===== src/rtl/rj_loader_if.sv =====
// Bus bundle between the serial rj source, the rj_loader and the rj coefficient memory.
// Carries frame_err only when RJ_LOADER_FRAME_ERR_EN is defined.
interface rj_loader_if;
  logic        start;
  logic        frame;
  logic        bit_valid;
  logic        bit_in;
  logic        write_enable;
  logic [3:0]  rjwrite;
  logic [15:0] in_data;
  logic        busy;
  logic        rj_done;
`ifdef RJ_LOADER_FRAME_ERR_EN
  logic        frame_err;
`endif

  modport master (
`ifdef RJ_LOADER_FRAME_ERR_EN
    input  frame_err,
`endif
    output start, frame, bit_valid, bit_in,
    input  write_enable, rjwrite, in_data, busy, rj_done
  );

  modport slave (
`ifdef RJ_LOADER_FRAME_ERR_EN
    output frame_err,
`endif
    input  start, frame, bit_valid, bit_in,
    output write_enable, rjwrite, in_data, busy, rj_done
  );
endinterface


===== src/rtl/rj_loader.sv =====
// Serial-to-parallel loader for the 16-entry MSDAP rj coefficient memory (MSB first, one word per frame).
// Optional sticky framing-error detection is enabled by defining RJ_LOADER_FRAME_ERR_EN.
module rj_loader (
  input  logic       Sclk,
  input  logic       Reset_n,
  rj_loader_if.slave bus
);

  typedef enum logic [2:0] {
    IDLE,
    WAIT_FRAME,
    SHIFT,
    WRITE,
    DONE
  } state_e;

  state_e      state_q;
  logic [3:0]  idx_q;
  logic [3:0]  bitcnt_q;
  logic [14:0] shreg_q;
  logic [15:0] in_data_q;
  logic        we_q;
  logic        busy_q;
  logic        done_q;
`ifdef RJ_LOADER_FRAME_ERR_EN
  logic        ferr_q;
`endif

  // Bits accumulate LSB-justified; after the 16th bit the first (framed) bit sits at bit 15.
  logic [15:0] word_d;
  assign word_d = {shreg_q, bus.bit_in};

  always_ff @(posedge Sclk or negedge Reset_n) begin
    if (!Reset_n) begin
      state_q   <= IDLE;
      idx_q     <= '0;
      bitcnt_q  <= '0;
      shreg_q   <= '0;
      in_data_q <= '0;
      we_q      <= 1'b0;
      busy_q    <= 1'b0;
      done_q    <= 1'b0;
`ifdef RJ_LOADER_FRAME_ERR_EN
      ferr_q    <= 1'b0;
`endif
    end else begin
      we_q <= 1'b0;
      // A start during WRITE still lets that write land: we_q is already high this cycle.
      if (bus.start) begin
        state_q  <= WAIT_FRAME;
        idx_q    <= '0;
        bitcnt_q <= '0;
        shreg_q  <= '0;
        busy_q   <= 1'b1;
        done_q   <= 1'b0;
`ifdef RJ_LOADER_FRAME_ERR_EN
        ferr_q   <= 1'b0;
`endif
      end else begin
        case (state_q)
          IDLE, DONE: ;
          WAIT_FRAME: begin
            if (bus.bit_valid && bus.frame) begin
              shreg_q  <= {14'b0, bus.bit_in};
              bitcnt_q <= 4'd1;
              state_q  <= SHIFT;
            end
          end
          SHIFT: begin
            if (bus.bit_valid) begin
`ifdef RJ_LOADER_FRAME_ERR_EN
              if (bus.frame) begin
                ferr_q   <= 1'b1;
                shreg_q  <= {14'b0, bus.bit_in};
                bitcnt_q <= 4'd1;
              end else
`endif
              if (bitcnt_q == 4'd15) begin
                in_data_q <= word_d;
                we_q      <= 1'b1;
                bitcnt_q  <= '0;
                state_q   <= WRITE;
              end else begin
                shreg_q  <= word_d[14:0];
                bitcnt_q <= bitcnt_q + 4'd1;
              end
            end
          end
          WRITE: begin
            idx_q <= idx_q + 4'd1;
            if (idx_q == 4'd15) begin
              state_q <= DONE;
              busy_q  <= 1'b0;
              done_q  <= 1'b1;
            end else begin
              state_q <= WAIT_FRAME;
            end
          end
          default: state_q <= IDLE;
        endcase
      end
    end
  end

  assign bus.write_enable = we_q;
  assign bus.rjwrite      = idx_q;
  assign bus.in_data      = in_data_q;
  assign bus.busy         = busy_q;
  assign bus.rj_done      = done_q;
`ifdef RJ_LOADER_FRAME_ERR_EN
  assign bus.frame_err    = ferr_q;
`endif

endmodule


===== src/flat_wrapper.sv =====
// flat-port wrapper written by rule: the top's interface ports become plain ports
module rj_loader_flat 
  (Sclk, Reset_n, bus_start, bus_frame, bus_bit_valid, bus_bit_in, bus_write_enable, bus_rjwrite, bus_in_data, bus_busy, bus_rj_done);
  rj_loader_if bus_i ();
  input  logic Sclk;
  input  logic Reset_n;
  input wire logic [$bits(bus_i.start)-1:0] bus_start;
  input wire logic [$bits(bus_i.frame)-1:0] bus_frame;
  input wire logic [$bits(bus_i.bit_valid)-1:0] bus_bit_valid;
  input wire logic [$bits(bus_i.bit_in)-1:0] bus_bit_in;
  output wire logic [$bits(bus_i.write_enable)-1:0] bus_write_enable;
  output wire logic [$bits(bus_i.rjwrite)-1:0] bus_rjwrite;
  output wire logic [$bits(bus_i.in_data)-1:0] bus_in_data;
  output wire logic [$bits(bus_i.busy)-1:0] bus_busy;
  output wire logic [$bits(bus_i.rj_done)-1:0] bus_rj_done;
  assign bus_i.start = bus_start;
  assign bus_i.frame = bus_frame;
  assign bus_i.bit_valid = bus_bit_valid;
  assign bus_i.bit_in = bus_bit_in;
  assign bus_write_enable = bus_i.write_enable;
  assign bus_rjwrite = bus_i.rjwrite;
  assign bus_in_data = bus_i.in_data;
  assign bus_busy = bus_i.busy;
  assign bus_rj_done = bus_i.rj_done;
  rj_loader u_core (.Sclk(Sclk), .Reset_n(Reset_n), .bus(bus_i));
endmodule

===== config.mk =====
export PLATFORM = sky130hd
export DESIGN_NAME = rj_loader_flat
export DESIGN_NICKNAME = d
export VERILOG_FILES = /design/src/rtl/rj_loader_if.sv /design/src/rtl/rj_loader.sv /design/src/flat_wrapper.sv
export SDC_FILE = /design/constraint.sdc
export NUM_CORES = 1
export LEC_CHECK = 0
export ABC_AREA = 1
export ABC_CLOCK_PERIOD_IN_PS = 2000
export CAP_MARGIN = 20
export CORE_UTILIZATION = 51
export CTS_CLUSTER_DIAMETER = 150
export CTS_CLUSTER_SIZE = 14
export DETAILED_ROUTE_END_ITERATION = 12
export GPL_TIMING_DRIVEN = 1
export PLACE_DENSITY = 0.75
export SETUP_SLACK_MARGIN = 0.05
export SYNTH_ARGS = -nofsm -noshare
export SYNTH_HDL_FRONTEND = slang
export SYNTH_SLANG_ARGS = --single-unit

===== constraint.sdc =====
create_clock -name Sclk -period 2 [get_ports Sclk]
set_input_delay 0.4 -clock Sclk [delete_from_list [all_inputs] [get_ports Sclk]]
set_output_delay 0.4 -clock Sclk [all_outputs]
set_load 0.01 [all_outputs]

Word level (Yosys, flattened, before mapping)
Index checks and enable logic that the tools add are counted.

Bitwise operators: 1. Equality and inequality tests: 11. Muxes and demuxes: 28. $add $sub $neg: 2. Reductions and logical operators: 11.

Operator list (number): $mux W15 (4); $pmux W15 S2 (1); $mux W4 (6); $mux W3 (5); $pmux W3 S4 (1); $reduce_and A4 Y1 (3); $mux W1 (10); $add A4 B1 Y4 const B (2); $eq A4 B4 Y1 const B (2); $pmux W4 S2 (1); $eq A3 B2 Y1 const B (2); $ne A3 B2 Y1 const B (2); $ne A3 B3 Y1 const B (2); $reduce_bool A2 Y1 (2); $eq A3 B1 Y1 const B (1); $eq A3 B3 Y1 const B (1); $logic_not A3 Y1 (1); $reduce_and A3 Y1 (1); $reduce_bool A3 Y1 (1); $ne A2 B2 Y1 const B (1); $reduce_and A2 Y1 (1); $reduce_or A2 Y1 (1); $logic_and A1 B1 Y1 (1); $not A1 Y1 (1).

Register bits: 45. Input port bits: 6. Word-level logic and storage cells: 61. Output and inout port bits: 23.

Logic depth before layout (Yosys ltp)
Word-level depth: 5. Mapped depth: 9. Depth with buffers taken out: 9.

Worst setup path after synthesis
No wires, ideal clock.

Path kind: register to register. Start: register u_core.bitcnt_q[0]. End: register u_core.shreg_q[10]. Buffers on the path: 1. Slack: 636 ps. Arrival time: 1241 ps. Setup time: 123 ps. Stages on the path, launching flop included: 9. Path through: dfrtp_1 > ha_1 > nand2_1 > nor2_1 > nand3_1 > nand2_2 > buf_4 > o21ai_0 > nand2_1.

Cells in the longest elaborated chain, start to end: 3.

RTL lines: start: declaration (RTL line rj_loader.sv:19) `logic [3:0] bitcnt_q;`; start signal: assignment (RTL line rj_loader.sv:85) `bitcnt_q <= bitcnt_q + 4'd1;`; $eq A4 B4 Y1 (RTL line rj_loader.sv:78) `if (bitcnt_q == 4'd15) begin`; $ne A3 B3 Y1 (no source line); $reduce_and A4 Y1 (no source line); end signal: assignment (RTL line rj_loader.sv:64) `shreg_q <= {14'b0, bus.bit_in};`; end signal: assignment (RTL line rj_loader.sv:84) `shreg_q <= word_d[14:0];`; end: declaration (RTL line rj_loader.sv:20) `logic [14:0] shreg_q;`.

Every way passes these cells. A chain may end at the register's enable or synchronous reset.

Worst setup path in the final report
Start: register u_core.idx_q[2] (netlist: u_core.bus.rjwrite[2]). End: output bus_rjwrite[2].

RTL lines: start: declaration (RTL line rj_loader.sv:18) `logic [3:0] idx_q;`; start signal: assignment (RTL line rj_loader.sv:90) `idx_q <= idx_q + 4'd1;`; end: declaration (RTL line flat_wrapper.sv:12) `output wire logic [$bits(bus_i.rjwrite)-1:0] bus_rjwrite;`.

No word-level cell between the ends.

==> impl_metrics.json <==
{
  "cts_made_buffers": 5,
  "use_met2": 0.323,
  "end_kind": "output port",
  "antenna_found_initial": 0,
  "cts.path.max_buffers": 2,
  "crit_fanout": 5,
  "fmax_mhz": 600,
  "postCtsSetupBuffers": 0,
  "nets": 278,
  "power.total_mw": 2.26,
  "synth_top_cell_area_share": 0.543,
  "grt_usage": 0.211,
  "grt_pass1_wl_mm": 6.84,
  "die_h_um": 65.8,
  "rows": 22,
  "max_stage_delay_ns": 0.55,
  "hpwl_mm": 2.55,
  "start_kind": "flip-flop",
  "drv_cap": 0,
  "post-route-util": 0.664,
  "hold_path_class": "in2async",
  "synth_common_cells": "nand2_1 (86), dfrtp_1 (45), nand3_1 (24), o21ai_0 (24), nor2_1 (15)",
  "path_delay_family": "buffers and inverters",
  "slew_violations": 0,
  "grt_overflow_total": 0,
  "hold_slack_ns": 0.0606,
  "cts_tree": "done",
  "min_period_ns": 1.67,
  "fin_setup_tns_ns": 0,
  "start_util": 0.550,
  "yosys_warnings": 0,
  "dieArea_sq_um": 4330,
  "seq_area_frac_synth": 0.543,
  "grt_max_degree": 46,
  "io_pins": 29,
  "fin_crit_sh": 0.833,
  "drive_gt1_frac": 0.107,
  "dr.pass1.iters": 4,
  "crit_slowest_cell": "clkdlybuf4s50_1",
  "drtIter0Drc": 111,
  "fillerInstances": 319,
  "place.port_buffers": 28,
  "rr_endpoint": "u_core.shreg_q[0]$_DFFE_PN0P_",
  "ff2ff_setup_slack_ns": 0.40,
  "clock_latency_ns": 0.30,
  "cts-root-buf": "clkbuf_8",
  "slew_headroom": 0.764,
  "grt_pass1_vias": 1516,
  "wl_per_cell_um": 12.0,
  "syn_inst": 237,
  "ant_nets": 0,
  "syn_area_sq_um": 2070,
  "core_area_sq_um": 3770,
  "p_per_area_nw_per_um2": 902,
  "hold_violations": 0,
  "worstPathCellList": "clkdlybuf4s50_1",
  "fp.dieW_um": 65.8,
  "synth_nets": 245,
  "area_growth_pct": 20.7,
  "critical_path_class": "reg2out",
  "reg2reg_from": "u_core.bitcnt_q[0]$_DFFE_PN0P_",
  "required_ns": 1.60,
  "cts_resized": 0,
  "rsz0062_at_grt": "false",
  "viasPerCell": 5.02,
  "synth_area_leader_cell": "dfrtp_1",
  "ys_top_cells_by_area": "dfrtp_1 (54%), nand2_1 (16%), nand3_1 (5.8%), o21ai_0 (5.8%), nor2_1 (2.7%)",
  "route.detailed.drc": 0,
  "synth_area_per_cell_sq_um": 8.75,
  "p_leak_nw": 1.29,
  "cp_num_buf_inv": 1,
  "setup_viol": 0,
  "grt_busiest_layer": "met2",
  "wl_mm": 3.82,
  "synthArstFlopShare": 1.00,
  "peakVddDrop_uv": 751,
  "max_slew.worst_pin.slew_ns": 0.353,
  "grtUsageMet1": 0.280,
  "synth_seq_cells": 45,
  "critPathArrivalTime_ns": 1.27,
  "cts-hold-fix-buffers": 0,
  "timing.reg2reg.worst_path_depth": 8,
  "insertedDiodeCount": 0,
  "status": "finished, final reports clean",
  "path_clk_slew_ns": 0.09,
  "yosysUniqueCellTypes": 22,
  "ys.flop_type": "dfrtp_1",
  "via_count": 1601,
  "synth.most_common_cell": "nand2_1",
  "routabilityCongestion": 0.861,
  "synth_edf_count": 0,
  "numClockSinks": 45,
  "grtUsageMet3": 0.0569,
  "cts_max_level": 2,
  "finClkSkew_ns": 0.00447
}
worst max path at each step:
| stage | endpoint | from | depth (start not counted) | slack [ns] |
|---|---|---|---|---|
| global route | u_core.shreg_q[0]$_DFFE_PN0P_ | u_core.bitcnt_q[0]$_DFFE_PN0P_ | 8 | 0.25 |
| finish | bus_rjwrite[2] | u_core.bus.rjwrite[2]$_DFFE_PN0P_ | 1 | 0.33 |
| CTS | bus_rjwrite[0] | u_core.bus.rjwrite[0]$_DFFE_PN0P_ | 1 | 0.32 |
| global placement | u_core.shreg_q[11]$_DFFE_PN0P_ | bus_start | 6 | 0.19 |
| floorplan | u_core.shreg_q[10]$_DFFE_PN0P_ | u_core.bitcnt_q[0]$_DFFE_PN0P_ | 8 | 0.64 |
| detailed placement | u_core.shreg_q[8]$_DFFE_PN0P_ | bus_start | 6 | 0.15 |
report_power, final:
group / internal [mW] / total [mW] / switching (mW)
Sequential: 0.957 / 1.03 / 0.0704
Clock: 0.375 / 0.698 / 0.323
Combinational: 0.162 / 0.533 / 0.371
cell families after synthesis:
family / Yosys count / synth area share
compound gates: 32 / 0.0802
buf+inv: 22 / 0.0609
xor+xnor: 1 / 0.00422
fa+ha+maj: 2 / 0.0121
simple gates: 135 / 0.300
flops: 45 / 0.543
stage by stage:
step	worst slack [ns]	instance area, sq um	std cells
2_1_floorplan	0.636	2070	237
3_3_place_gp	0.192	2390	311
3_5_place_dp	0.153	2390	311
4_1_cts	0.318	2500	319
5_1_grt	0.253	2500	319
6_report	0.334	2500	319
state kept, by name (all words and copies together), names as in the netlist:
name,flops
u_core.bus.busy,1
u_core.bus.write_enable,1
u_core.shreg_q,15
u_core.state_q,3
u_core.bitcnt_q,4
u_core.bus.in_data,16
u_core.bus.rj_done,1
u_core.bus.rjwrite,4
final cells by class:
type	count	area, sq um	share of cell area
clock buffer	6	72.6	0.0290
clock inverter	2	38.8	0.0155
inverter	15	58.8	0.0235
multi-input combinational	170	822	0.328
sequential	45	1130	0.450
tap	48	60.1	0.0240
timing repair buffer	33	325	0.130
routing by layer:
| layer | vias to the layer above | wire length [um] |
|---|---|---|
| met1 | 733 | 1920 |
| met5 | - | 0 |
| met2 | 32 | 1680 |
| met4 | 0 | 51 |
| li1 | 830 | - |
| met3 | 6 | 164 |
placed cells by master (no fill, tap or decap), types with 3 or more instances in the layout:
cell type and n:
o21ai_1 3, nand2_1 86, inv_1 10, nand3_1 24, clkdlybuf4s50_1 27, dfrtp_1 45, inv_2 4, o21ai_0 24
buf_4 4, a21oi_1 3, clkbuf_8 5, nor2_1 15
Power figures use the tool's default switching activity.
